[config.mk]
export PLATFORM = sky130hd
export DESIGN_NAME = mips_multicycle_control
export DESIGN_NICKNAME = d
export VERILOG_FILES = /design/src/rtl/mips_multicycle_control.sv
export SDC_FILE = /design/constraint.sdc
export NUM_CORES = 1
export LEC_CHECK = 0
export BUFFER_PORTS_ARGS = -buffer_cell sky130_fd_sc_hd__buf_2
export CELL_PAD_IN_SITES_DETAIL_PLACEMENT = 0
export CELL_PAD_IN_SITES_GLOBAL_PLACEMENT = 1
export CORE_ASPECT_RATIO = 1.2
export CORE_MARGIN = 3
export CORE_UTILIZATION = 27
export CTS_BUF_LIST = sky130_fd_sc_hd__clkbuf_8
export DETAILED_ROUTE_END_ITERATION = 8
export GPL_TIMING_DRIVEN = 0
export PLACE_DENSITY = 0.83
export SYNTH_ARGS = -nofsm -noshare
export SYNTH_HDL_FRONTEND = slang
export SYNTH_SLANG_ARGS = --single-unit
[constraint.sdc]
create_clock -name clk -period 1.4 [get_ports clk]
set_input_delay 0 -clock clk [delete_from_list [all_inputs] [get_ports clk]]
set_output_delay 0 -clock clk [all_outputs]
set_load 0.05 [all_outputs]
[src/rtl/mips_multicycle_control.sv]
// rtl/mips_multicycle_control.sv - multicycle MIPS control FSM; define CTRL_ILLEGAL_TRAP_EN to trap illegal opcodes
module mips_multicycle_control #(
    parameter int MEM_HANDSHAKE = 1
) (
    input  logic       clk,
    input  logic       reset,
    input  logic [5:0] opcode,
    input  logic [5:0] funct,
    input  logic       zero,
    input  logic       mem_ready,
    output logic       PCWrite,
    output logic       PCWriteCond,
    output logic       IorD,
    output logic       MemRead,
    output logic       MemWrite,
    output logic       IRWrite,
    output logic       MemtoReg,
    output logic       RegDst,
    output logic       RegWrite,
    output logic       ALUSrcA,
    output logic [1:0] ALUSrcB,
    output logic [1:0] ALUOp,
    output logic [1:0] PCSource,
    output logic       ExtendSign,
    output logic [3:0] state
);

    typedef enum logic [3:0] {
        S_FETCH     = 4'd0,
        S_DECODE    = 4'd1,
        S_MEM_ADDR  = 4'd2,
        S_MEM_READ  = 4'd3,
        S_MEM_WB    = 4'd4,
        S_MEM_WRITE = 4'd5,
        S_EXEC_R    = 4'd6,
        S_R_WB      = 4'd7,
        S_BRANCH    = 4'd8,
        S_JUMP      = 4'd9,
        S_EXEC_I    = 4'd10,
        S_I_WB      = 4'd11
`ifdef CTRL_ILLEGAL_TRAP_EN
        , S_TRAP    = 4'd12
`endif
    } state_t;

    localparam logic [5:0] OP_RTYPE = 6'b000000;
    localparam logic [5:0] OP_LW    = 6'b100011;
    localparam logic [5:0] OP_SW    = 6'b101011;
    localparam logic [5:0] OP_BEQ   = 6'b000100;
    localparam logic [5:0] OP_BNE   = 6'b000101;
    localparam logic [5:0] OP_J     = 6'b000010;
    localparam logic [5:0] OP_ADDI  = 6'b001000;
    localparam logic [5:0] OP_SLTI  = 6'b001010;
    localparam logic [5:0] OP_ANDI  = 6'b001100;
    localparam logic [5:0] OP_ORI   = 6'b001101;

    state_t state_q;
    state_t state_d;
    logic   mem_ok;

    // funct is decoded by the downstream ALU control block, not here
    logic   funct_unused;
    assign funct_unused = ^funct;

    // Without the handshake every memory access completes in one cycle
    assign mem_ok = (MEM_HANDSHAKE != 0) ? mem_ready : 1'b1;
    assign state  = state_q;

    // State register; reset aborts any instruction immediately
    always_ff @(posedge clk or posedge reset) begin
        if (reset) begin
            state_q <= S_FETCH;
        end else begin
            state_q <= state_d;
        end
    end

    // Next-state and Moore outputs; reset forces every strobe low at once
    always_comb begin
        state_d     = S_FETCH;
        PCWrite     = 1'b0;
        PCWriteCond = 1'b0;
        IorD        = 1'b0;
        MemRead     = 1'b0;
        MemWrite    = 1'b0;
        IRWrite     = 1'b0;
        MemtoReg    = 1'b0;
        RegDst      = 1'b0;
        RegWrite    = 1'b0;
        ALUSrcA     = 1'b0;
        ALUSrcB     = 2'b00;
        ALUOp       = 2'b00;
        PCSource    = 2'b00;
        ExtendSign  = 1'b0;

        case (state_q)
            S_FETCH: begin
                MemRead = 1'b1;
                ALUSrcB = 2'b01;
                // IR load and PC+4 happen only on the cycle the fetch completes
                IRWrite = mem_ok;
                PCWrite = mem_ok;
                state_d = mem_ok ? S_DECODE : S_FETCH;
            end
            S_DECODE: begin
                ALUSrcB    = 2'b11;
                ExtendSign = 1'b1;
                case (opcode)
                    OP_RTYPE:                         state_d = S_EXEC_R;
                    OP_LW, OP_SW:                     state_d = S_MEM_ADDR;
                    OP_BEQ, OP_BNE:                   state_d = S_BRANCH;
                    OP_J:                             state_d = S_JUMP;
                    OP_ADDI, OP_SLTI, OP_ANDI, OP_ORI: state_d = S_EXEC_I;
                    default: begin
`ifdef CTRL_ILLEGAL_TRAP_EN
                        state_d = S_TRAP;
`else
                        state_d = S_FETCH;
`endif
                    end
                endcase
            end
            S_MEM_ADDR: begin
                ALUSrcA    = 1'b1;
                ALUSrcB    = 2'b10;
                ExtendSign = 1'b1;
                if (opcode == OP_SW) begin
                    state_d = S_MEM_WRITE;
                end else if (opcode == OP_LW) begin
                    state_d = S_MEM_READ;
                end else begin
                    state_d = S_FETCH;
                end
            end
            S_MEM_READ: begin
                MemRead = 1'b1;
                IorD    = 1'b1;
                state_d = mem_ok ? S_MEM_WB : S_MEM_READ;
            end
            S_MEM_WB: begin
                RegWrite = 1'b1;
                MemtoReg = 1'b1;
                state_d  = S_FETCH;
            end
            S_MEM_WRITE: begin
                MemWrite = 1'b1;
                IorD     = 1'b1;
                state_d  = mem_ok ? S_FETCH : S_MEM_WRITE;
            end
            S_EXEC_R: begin
                ALUSrcA = 1'b1;
                ALUOp   = 2'b10;
                state_d = S_R_WB;
            end
            S_R_WB: begin
                RegWrite = 1'b1;
                RegDst   = 1'b1;
                state_d  = S_FETCH;
            end
            S_BRANCH: begin
                ALUSrcA     = 1'b1;
                ALUOp       = 2'b01;
                PCSource    = 2'b01;
                ExtendSign  = 1'b1;
                PCWriteCond = (opcode == OP_BNE) ? ~zero : zero;
                state_d     = S_FETCH;
            end
            S_JUMP: begin
                PCWrite  = 1'b1;
                PCSource = 2'b10;
                state_d  = S_FETCH;
            end
            S_EXEC_I: begin
                ALUSrcA = 1'b1;
                ALUSrcB = 2'b10;
                // Arithmetic immediates sign-extend; logical ones zero-extend
                case (opcode)
                    OP_ADDI: begin
                        ALUOp      = 2'b00;
                        ExtendSign = 1'b1;
                    end
                    OP_SLTI: begin
                        ALUOp      = 2'b01;
                        ExtendSign = 1'b1;
                    end
                    default: begin
                        ALUOp      = 2'b11;
                        ExtendSign = 1'b0;
                    end
                endcase
                state_d = S_I_WB;
            end
            S_I_WB: begin
                RegWrite = 1'b1;
                state_d  = S_FETCH;
            end
`ifdef CTRL_ILLEGAL_TRAP_EN
            S_TRAP: begin
                state_d = S_TRAP;
            end
`endif
            default: begin
                state_d = S_FETCH;
            end
        endcase

        if (reset) begin
            PCWrite     = 1'b0;
            PCWriteCond = 1'b0;
            IorD        = 1'b0;
            MemRead     = 1'b0;
            MemWrite    = 1'b0;
            IRWrite     = 1'b0;
            MemtoReg    = 1'b0;
            RegDst      = 1'b0;
            RegWrite    = 1'b0;
            ALUSrcA     = 1'b0;
            ALUSrcB     = 2'b00;
            ALUOp       = 2'b00;
            PCSource    = 2'b00;
            ExtendSign  = 1'b0;
        end
    end

endmodule

==> results of run 1 <==
what timing repair did:
item,4_1_cts,5_1_grt
resized for setup,50,28
setup buffers,12,9
pin swaps,9,15
endpoints found under the setup margin,20,19
gates cloned,0,0
stage by stage:
step / worst slack, ns / TNS [ns]
floorplan: -0.308 / -2.47
global placement: -0.255 / -1.10
detailed placement: -0.288 / -1.21
CTS: -0.157 / -1.11
global route: -0.242 / -2.26
finish: -0.163 / -1.45
path summary, 6_finish.rpt:
| kind | endpoint | cells after the start | start |
|---|---|---|---|
| worst max-delay path | state[2]$_DFF_PP0_ | 5 | state[1]$_DFF_PP0_ |
| worst min-delay path | state[1]$_DFF_PP0_ | 2 | opcode[3] |
| worst max register to register | state[2]$_DFF_PP0_ | 5 | state[1]$_DFF_PP0_ |
| min in group asynchronous | state[0]$_DFF_PP0_ | 3 | reset |
| worst min register to register | state[3]$_DFF_PP0_ | 3 | state[1]$_DFF_PP0_ |
| max in group asynchronous | state[2]$_DFF_PP0_ | 3 | reset |
placed cells by master, fill, tap and decap left out, drive strengths merged:
master | Yosys | layout
buf | 6 | 56
nor2 | 10 | 10
nor3 | 7 | 7
o21ai | 5 | 5
inv | 5 | 5
clkbuf | 3 | 5
dfrtp | 4 | 4
nand2 | 4 | 4
nand3b | 3 | 3
nor4 | 3 | 3
nand3 | 3 | 3
a21oi | 3 | 3
xnor2 | 3 | 3
nor3b | 3 | 3
nor2b | 3 | 3
nor4b | 3 | 3
or4b | 2 | 2
o211ai | 2 | 2
a2111oi | 2 | 2
nor4bb | 2 | 2
or2 | 2 | 2
a22oi | 1 | 1
or3b | 1 | 1
o2111ai | 1 | 1
a211o | 1 | 1
a32oi | 1 | 1
and3b | 1 | 1
a311oi | 1 | 1
mux2i | 1 | 1
o211a | 1 | 1
nand2b | 1 | 1
o21a | 1 | 1
and3 | 1 | 1
and2 | 1 | 1
o22ai | 1 | 1
logic make-up (layout without fill, tap and decap cells):
kind of cell	Yosys count	after routing	share of synthesized area, %
simple gates	50	50	47.6
compound gates	20	20	21.6
buf+inv	14	66	9.71
flops	4	4	15.5
xor+xnor	3	3	4.08
mux	1	1	1.55
power by group through the flow:
stage | Combinational [mW] | Sequential, mW | Clock (mW)
finish | 0.698 | 0.156 | 0.251
global route | 0.724 | 0.157 | 0.263
CTS | 0.603 | 0.148 | 0.255
detailed placement | 0.493 | 0.147 | 0
global placement | 0.489 | 0.145 | 0
floorplan | 0.367 | 0.174 | 0
metal layers:
layer  global-route usage (%)  up-vias
li1                         -      448
met1                     22.2      467
met2                     32.8       37
met3                     1.76       11
met4                     9.23        0
met5                        0        -
area by class of cell:
class | instances | area, um2 | area share, %
Buffer | 7 | 120 | 7.64
Tap cell | 30 | 37.5 | 2.39
Inverter | 5 | 21.3 | 1.35
Clock buffer | 3 | 41.3 | 2.63
Timing Repair Buffer | 51 | 475 | 30.2
Multi-Input combinational cell | 74 | 772 | 49.1
Sequential cell | 4 | 105 | 6.68
worst max-delay path: cells and delay by family (launching register included):
kind	cells	cell delay, ns
compound gates	1	0.14
flops	1	0.40
simple gates	3	0.80
buf+inv	1	0.14
==> results by group, run 1 <==
Run status
  – Status: complete, but fails checks
  – Failing checks: setup timing

Synthesis
  – Most common cell in the netlist: nor2_1
  – EDFF count, synth: 0
  – Synth area leaders: dfrtp_1, nor2_1, nor3_1
  – Asr flop ratio synth: 100%
  – Commonest cells post-synth: nor2_1, nor3_1, buf_2
  – Post-synth top area cell: dfrtp_1
  – Synth Area per Inst: about 7.0 um2
  – Ys Warns: 0
  – Most used DFF post-synth: dfrtp_1
  – Cells after Synth: just over 90
  – Seq/Total Area, Yosys: between 15 and 20%
  – Library cells used by synthesis: 40
  – Post-Syn Area: between 600 and 700 um2
  – Share of the synthesized area in the top cell type: 15.5%
  – Syn nets: around 110
  – Yosys reg bits: 4

Power
  – Pwr dens: between 700 and 800 nW/um2
  – Clock share of power: between 20% and 30%
  – Static Leak: around 0.63 nW
  – Sequential Power Share: 14.1%
  – Internal: between 600 and 700 uW
  – Comb power frac: between 60% and 70%
  – Total Power: between 1 and 1.5 mW
  – Net Sw Power: about 480 uW
  – Sw Share: a little over two fifths
  – Worst vdd ir: approximately 0.38 mV

Routing
  – Final WL: approximately 3300 um
  – DR pass1 iterations: 4
  – DRC: 0
  – Met3 wire length: about 140 um
  – Highest routed layer: met4
  – Routed via count: 963
  – Iter 0 DRT Violations: 17
  – Vias per cell: 5.53
  – Post-DRT Antenna Nets: 0
  – WL/cell: between 15 and 20 um
  – WL met2: 1720 um
  – DRT met1 WL: around 1300 um

Final layout
  – Fillers: about 160
  – ANT cells: 0
  – Nets: ~160
  – Final non-filler cell total: 174
  – Final Util: between 70% and 80%
  – Fin area: approximately 1600 um2
  – Max reg flops: 4
  – Synth-to-Final Area Change: 144%
  – Share of cells above drive strength 1: a little over two thirds

Setup path
  – Slowest stage delay, CP: roughly 0.53 ns
  – Crit path kind: flip-flop to flip-flop
  – Nature of the critical path startpoint: flip-flop
  – Worst path cell trace: buf_8 -> or4b_4 -> nor2_1 -> nand3_1 -> o211ai_1
  – Crit end category: flip-flop
  – Slowest-stage cell, CP: or4b_4
  – Highest fanout seen on the critical path: 6
  – Worst Path Arrival: between 1.5 and 2 ns
  – R2R Setup Slk: -0.16 ns
  – CP required: around 1.5 ns

STA
  – Hold WS: approximately 0.11 ns
  – Final min period: between 1.5 and 2 ns
  – Clock skew: ~0.00056 ns
  – Final worst slack: -0.163 ns
  – Slew HR: around 65%
  – FMAX: 640 MHz
  – Final Max Tran Viols: 0
  – Final setup violation count: 15
  – Final hold viol count: 0
  – Crit share post-route: 112%
  – RSZ-0062 raised after global routing: yes
  – Slew at the pin closest to its max-slew limit: approximately 0.52 ns

Global route
  – GRT Total Usage: a little under a fifth
  – First-pass GRT wire length: between 4000 and 5000 um
  – Initial antenna violation count: 0
  – Vias in the first global route: 877
  – Maximum number of pins on one net before global-route repair: 11
  – GR Overflow Total: 0

Floorplan
  – Die ar.: 3010 um2
  – Core Area: roughly 2200 um2
  – Starting Density: ~30%
  – Die height: approximately 60 um
  – Chip width: 50.6 um
  – Num ports: 37
  – Placement Rows: 18

CTS
  – Hold buffers post-CTS: 0
  – CTS Sinks: 4
  – Max Buffers Root-to-Sink: 2
  – Worst-path clk slew: roughly 0.030 ns
  – CTS tree: done
  – Clock Latency Late Sink: around 0.22 ns
  – Root Driver: clkbuf_8
  – H-tree levels: 1
  – Num CTS Buffers: 3

Placement
  – PortBufs: 30
  – DPL Wire Length: 1730 um
  – RePlAce Congestion: between 0.8 and 0.9
  – DP Cell Count: 152
  – Instance area after placement: between 1000 and 1500 um2

Run
  – Max-cap violations: 0

Hold path
  – Hold Path Class: input pin to flip-flop
(Power assumes the default switching activity.)
==> run 2: changes to the inputs <==
==> constraint.sdc (replaced) <==
create_clock -name clk -period 1.4 [get_ports clk]
set_input_delay 0.28 -clock clk [delete_from_list [all_inputs] [get_ports clk]]
set_output_delay 0.28 -clock clk [all_outputs]
set_load 0.05 [all_outputs]
==> run 2 against run 1 <==
The flow still finishes with violations (setup timing). Global-route usage rose by 3.1 points. Utilization up 11 points. Power rose by 8.8%. Non-clock buffer count grew 15. Sequential share of layout area decreased by 0.86 points. Wire length rose by 23%. Clock skew barely moved. Hold slack improved by 0.21 ns. Sequential power shrank 4%. Critical endpoint is now PCWriteCond. Highest routed layer unchanged.
==> results by group, run 2 (synthesized netlist as in run 1, its figures left out) <==
Setup path
  – CP required: 1.12 ns (was 1.53 ns)
  – Nature of the critical path startpoint: flip-flop (unchanged)
  – Worst path cell trace: buf_12 -> nor2_4 -> nand2_4 -> nor3_4 -> and2_4 -> buf_8 (was buf_8 -> or4b_4 -> nor2_1 -> nand3_1 -> o211ai_1)
  – CP top delay family: simple AND/OR/NAND/NOR gates (unchanged)
  – Worst r2r dst: state[2]$_DFF_PP0_ (unchanged)
  – R2R Setup Slk: -0.35 ns (was -0.16 ns)
  – Crit end category: primary output (was flip-flop)
  – Crit path kind: flip-flop to primary output (was flip-flop to flip-flop)
  – Critical path origin: state[2]$_DFF_PP0_ (was state[1]$_DFF_PP0_)
  – Buf/Inv on CP: 2 (was 1)
  – Reg2reg start: state[3]$_DFF_PP0_ (was state[1]$_DFF_PP0_)
  – Slowest-stage cell, CP: dfrtp_2 (was or4b_4)
  – Worst Path Arrival: 1.56 ns (was 1.69 ns)
  – Slowest stage delay, CP: 0.43 ns (was 0.53 ns)
  – R2R depth: 5 (unchanged)
  – Highest fanout seen on the critical path: 5 (was 6)

CTS
  – CTS Sinks: 4 (unchanged)
  – Max Buffers Root-to-Sink: 2 (unchanged)
  – Num CTS Buffers: 3 (unchanged)
  – Clock Latency Late Sink: 0.22 ns (about the same)
  – CTS tree: done (unchanged)
  – Worst-path clk slew: 0.03 ns (about the same)
  – Root Driver: clkbuf_8 (unchanged)
  – H-tree levels: 1 (unchanged)

Global route
  – Initial antenna violation count: 0 (unchanged)
  – Met1 Use GR: 27.3% (was 22.2%)
  – GRT busiest layer: met2 (unchanged)
  – Vias in the first global route: 972 (was 877)
  – GRT met3 Usage: 2.02% (was 1.76%)
  – First-pass GRT wire length: 4950 um (was 4210 um)
  – GR Overflow Total: 0 (unchanged)
  – GRT Total Usage: 21.6% (was 18.5%)
  – Maximum number of pins on one net before global-route repair: 11 (unchanged)
  – M2 GR Usage: 39.6% (was 32.8%)

Final layout
  – Most frequent cells in the layout: buf_6, buf_4, buf_2 (was buf_6, buf_2, buf_4)
  – Fillers: 146 (was 163)
  – Nets: 177 (was 162)
  – Commonest non-fill, non-tap cell in the layout: buf_6 (unchanged)
  – Final Util: 83.5% (was 72.7%)
  – ANT cells: 0 (unchanged)
  – Fin area: 1810 um2 (was 1570 um2)
  – Share of cells above drive strength 1: 74.8% (was 70.1%)
  – Max reg flops: 4 (unchanged)
  – Final non-filler cell total: 189 (was 174)
  – Synth-to-Final Area Change: 180% (was 144%)

STA
  – Slew at the pin closest to its max-slew limit: 0.415 ns (was 0.524 ns)
  – Final Max Tran Viols: 0 (unchanged)
  – Final setup violation count: 21 (was 15)
  – Clock skew: 0.000592 ns (was 0.000559 ns)
  – Final worst slack: -0.442 ns (was -0.163 ns)
  – Final hold viol count: 0 (unchanged)
  – Slew HR: 72.2% (was 65.1%)
  – FMAX: 543 MHz (was 640 MHz)
  – Crit share post-route: 132% (was 112%)
  – RSZ-0062 raised after global routing: yes (unchanged)
  – Final min period: 1.84 ns (was 1.56 ns)

Floorplan
  – Core Area: 2160 um2 (unchanged)
  – Num ports: 37 (unchanged)
  – Placement Rows: 18 (unchanged)
  – Starting Density: 29.8% (unchanged)
  – Die ar.: 3010 um2 (unchanged)
  – Die height: 59.5 um (unchanged)
  – Chip width: 50.6 um (unchanged)

Routing
  – WL/cell: 21.4 um (was 18.9 um)
  – Vias per cell: 5.66 (was 5.53)
  – DR pass1 iterations: 4 (unchanged)
  – Final WL: 4050 um (was 3290 um)
  – Iter 0 DRT Violations: 36 (was 17)
  – Post-DRT Antenna Nets: 0 (unchanged)
  – DRC: 0 (unchanged)
  – Routed via count: 1070 (was 963)

Power
  – Worst vdd ir: 0.669 mV (was 0.382 mV)
  – Pwr dens: 666 nW/um2 (was 702 nW/um2)
  – Static Leak: 0.746 nW (was 0.627 nW)

Hold path
  – Hold Path Class: input pin to async pin (was input pin to flip-flop)

Run status
  – Status: complete, but fails checks (unchanged)
  – Failing checks: setup timing (unchanged)

Placement
  – DPL Wire Length: 1750 um (was 1730 um)
  – DP Cell Count: 152 (unchanged)
  – RePlAce Congestion: 0.800 (about the same)
  – PortBufs: 30 (unchanged)
  – Instance area after placement: 1120 um2 (was 1090 um2)

Run
  – Max-cap violations: 0 (unchanged)
run 2: how the worst max path moves through the flow:
stage             endpoint  slack, ns  cells past startpoint
2_1_floorplan  PCWriteCond      -0.58                      5
6_report       PCWriteCond      -0.44                      6
3_3_place_gp   PCWriteCond      -0.50                      7
3_5_place_dp   PCWriteCond      -0.51                      7
5_1_grt        PCWriteCond      -0.49                      6
4_1_cts        PCWriteCond      -0.38                      6
run 2: timing repair:
item                                    4_1_cts  5_1_grt
hold endpoints to repair                      0        0
pin swaps                                    10       19
hold buffers                                  0        0
cloned                                        1        2
gates resized for setup                      59       24
endpoints found under the setup margin       20       22
buffers inserted                             21       14
run 2: where the power goes:
part	switching (mW)	internal, mW
Combinational	0.438	0.370
Clock	0.0622	0.183
Sequential	0.0213	0.127
Total	0.521	0.681
run 2: tightest hold or removal path: cells and delay by family:
family	cells	cell delay, ns
buffers and inverters	3	0.61
run 2: metal layers:
metal | part of all wire (%) | wire [um]
met5 | 0 | 0
met3 | 6.5 | 262
met2 | 53 | 2150
met1 | 38 | 1530
met4 | 2.8 | 112
run 2: cell type report:
cell class / instances / area [um2] / area share (%)
clock buffer: 3 / 41.3 / 2.29
tap: 30 / 37.5 / 2.08
inverter: 5 / 28.8 / 1.59
timing repair buffer: 67 / 677 / 37.5
buffer: 6 / 101 / 5.61
multi-input combinational: 74 / 815 / 45.1
sequential: 4 / 105 / 5.82
run 2: through the flow:
step / hold slack [ns] / worst slack, ns / setup TNS (ns) / total power, mW
finish: 0.321 / -0.442 / -6.73 / 1.20
global route: 0.360 / -0.488 / -7.63 / 1.25
CTS: 0.307 / -0.378 / -5.67 / 1.07
detailed placement: 0.623 / -0.515 / -5.34 / 0.663
global placement: 0.615 / -0.495 / -5.11 / 0.656
floorplan: 0.413 / -0.583 / -6.49 / 0.562
==> run 3: changes to the inputs <==
Settings changed: PLACE_DENSITY 0.83 to default, PLACE_DENSITY_LB_ADDON from default to 0.1.
==> run 3 against run 2 <==
The run still ends with setup timing left. Register-to-register slack improved by 0.10 ns. Power is 1.5% lower. Utilization shrank 2.1 points. Critical path type unchanged. Critical endpoint is now RegWrite. Largest cell class unchanged.
==> results by group, run 3 (synthesized netlist as in run 1, its figures left out) <==
Setup path
  – Crit path kind: flip-flop to primary output (unchanged)
  – Nature of the critical path startpoint: flip-flop (unchanged)
  – CP required: 1.12 ns (about the same)
  – Crit end category: primary output (unchanged)
  – Highest fanout seen on the critical path: 6 (was 5)
  – Worst Path Arrival: 1.51 ns (was 1.56 ns)

STA
  – Final Max Tran Viols: 0 (unchanged)
  – Setup TNS Final: -5.76 ns (was -6.73 ns)
  – Final min period: 1.79 ns (was 1.84 ns)
  – Hold WS: 0.305 ns (was 0.321 ns)
  – Slew HR: 74.3% (was 72.2%)
  – RSZ-0062 raised after global routing: yes (unchanged)
  – Clock skew: 0.00545 ns (was 0.000592 ns)
  – Final hold viol count: 0 (unchanged)
  – Slew at the pin closest to its max-slew limit: 0.381 ns (was 0.415 ns)
  – Crit share post-route: 128% (was 132%)
  – Final worst slack: -0.391 ns (was -0.442 ns)
  – FMAX: 558 MHz (was 543 MHz)
  – Final setup violation count: 22 (was 21)

Floorplan
  – Num ports: 37 (unchanged)
  – Chip width: 50.6 um (unchanged)
  – Die ar.: 3010 um2 (unchanged)
  – Core Area: 2160 um2 (unchanged)
  – Die height: 59.5 um (unchanged)
  – Starting Density: 29.8% (unchanged)
  – Placement Rows: 18 (unchanged)

CTS
  – H-tree levels: 1 (unchanged)
  – Clock Latency Late Sink: 0.22 ns (about the same)
  – Max Buffers Root-to-Sink: 2 (unchanged)
  – Worst-path clk slew: 0.04 ns (was 0.03 ns)
  – CTS Sinks: 4 (unchanged)
  – Num CTS Buffers: 3 (unchanged)
  – CTS tree: done (unchanged)
  – Root Driver: clkbuf_8 (unchanged)
  – Hold buffers post-CTS: 0 (unchanged)

Power
  – Sw Share: 42.9% (was 43.4%)
  – Net Sw Power: 508 uW (was 521 uW)
  – Internal: 675 uW (was 681 uW)
  – Pwr dens: 673 nW/um2 (was 666 nW/um2)
  – Sequential Power Share: 12.1% (was 12.4%)
  – Clock share of power: 20.9% (was 20.4%)
  – Comb power frac: 67.0% (was 67.2%)
  – Worst vdd ir: 0.565 mV (was 0.669 mV)
  – Static Leak: 0.728 nW (was 0.746 nW)

Final layout
  – Commonest non-fill, non-tap cell in the layout: buf_6 (unchanged)
  – ANT cells: 0 (unchanged)
  – Share of cells above drive strength 1: 75.0% (was 74.8%)
  – Most frequent cells in the layout: buf_6, buf_4, buf_2 (unchanged)
  – Max reg flops: 4 (unchanged)
  – Synth-to-Final Area Change: 173% (was 180%)
  – Fillers: 128 (was 146)
  – Nets: 174 (was 177)

Routing
  – Vias per cell: 5.64 (was 5.66)
  – Routed via count: 1049 (was 1070)
  – Final WL: 3490 um (was 4050 um)
  – Post-DRT Antenna Nets: 0 (unchanged)
  – Iter 0 DRT Violations: 34 (was 36)
  – WL/cell: 18.8 um (was 21.4 um)
  – DRC: 0 (unchanged)
  – DR pass1 iterations: 4 (unchanged)

Run status
  – Failing checks: setup timing (unchanged)
  – Status: complete, but fails checks (unchanged)

Global route
  – Initial antenna violation count: 0 (unchanged)
  – GR Overflow Total: 0 (unchanged)
  – Vias in the first global route: 1018 (was 972)
  – GRT Total Usage: 21.0% (was 21.6%)
  – First-pass GRT wire length: 4850 um (was 4950 um)
  – Maximum number of pins on one net before global-route repair: 11 (unchanged)

Placement
  – Post-placement setup slack: -0.518 ns (was -0.515 ns)
  – RePlAce Congestion: 0.766 (was 0.800)
  – DPL Wire Length: 1730 um (was 1750 um)
  – PortBufs: 30 (unchanged)

Hold path
  – Hold Path Class: input pin to async pin (unchanged)

Run
  – Max-cap violations: 0 (unchanged)
run 3: area by class of cell:
type	count	area, um2	share of cell area [%]
Multi-Input combinational cell	74	825	46.9
Timing Repair Buffer	64	604	34.4
Buffer	6	108	6.12
Sequential cell	4	105	5.97
Clock buffer	3	41.3	2.35
Inverter	5	38.8	2.20
Tap cell	30	37.5	2.13
run 3: layer usage:
metal  part of all wire, %  GRT usage [%]  up-vias
li1                      -              -      475
met5                     0              0        -
met3                   5.0           1.76       13
met1                    42           26.9      509
met2                    51           36.4       52
met4                   2.9           8.08        0
run 3: per-stage QoR:
| step | utilization [%] | area [um2] | power [mW] | std cells |
|---|---|---|---|---|
| floorplan | - | 931 | 0.562 | 92 |
| CTS | 72.2 | 1560 | 1.07 | 175 |
| global placement | 51.7 | 1120 | 0.659 | 152 |
| global route | 81.4 | 1760 | 1.23 | 186 |
| finish | 81.4 | 1760 | 1.18 | 186 |
| detailed placement | 51.7 | 1120 | 0.662 | 152 |
run 3: critical path: stages, from the launching register on:
cell	delay, ns
dfrtp_2	0.48
buf_6	0.14
nand2b_4	0.09
buf_6	0.13
nor3_2	0.15
o21a_2	0.17
buf_8	0.14
run 3: final timing paths:
check | slack, ns | startpoint | cells past startpoint | to
setup / recovery | -0.39 | state[2]$_DFF_PP0_ | 6 | RegWrite
hold / removal | 0.31 | reset | 3 | state[3]$_DFF_PP0_
setup reg to reg | -0.25 | state[2]$_DFF_PP0_ | 5 | state[2]$_DFF_PP0_
hold reg to reg | 0.83 | state[1]$_DFF_PP0_ | 3 | state[3]$_DFF_PP0_
max in group asynchronous | 0.88 | reset | 3 | state[1]$_DFF_PP0_
min in group clk | 0.42 | opcode[3] | 2 | state[1]$_DFF_PP0_
run 3: power groups by stage:
stage / clock (mW) / sequential [mW] / combinational, mW
after global placement: 0 / 0.146 / 0.512
after global routing: 0.263 / 0.145 / 0.826
after floorplan: 0 / 0.175 / 0.388
after CTS: 0.251 / 0.140 / 0.676
after detailed placement: 0 / 0.146 / 0.516
final: 0.248 / 0.143 / 0.792
run 3: what timing repair did:
| action | 4_1_cts | 5_1_grt |
|---|---|---|
| resized for setup | 64 | 26 |
| endpoints found under the setup margin | 20 | 22 |
| gates cloned | 0 | 1 |
| pin swaps | 13 | 18 |
| endpoints found under the hold margin | 0 | 0 |
| buffers inserted | 22 | 12 |
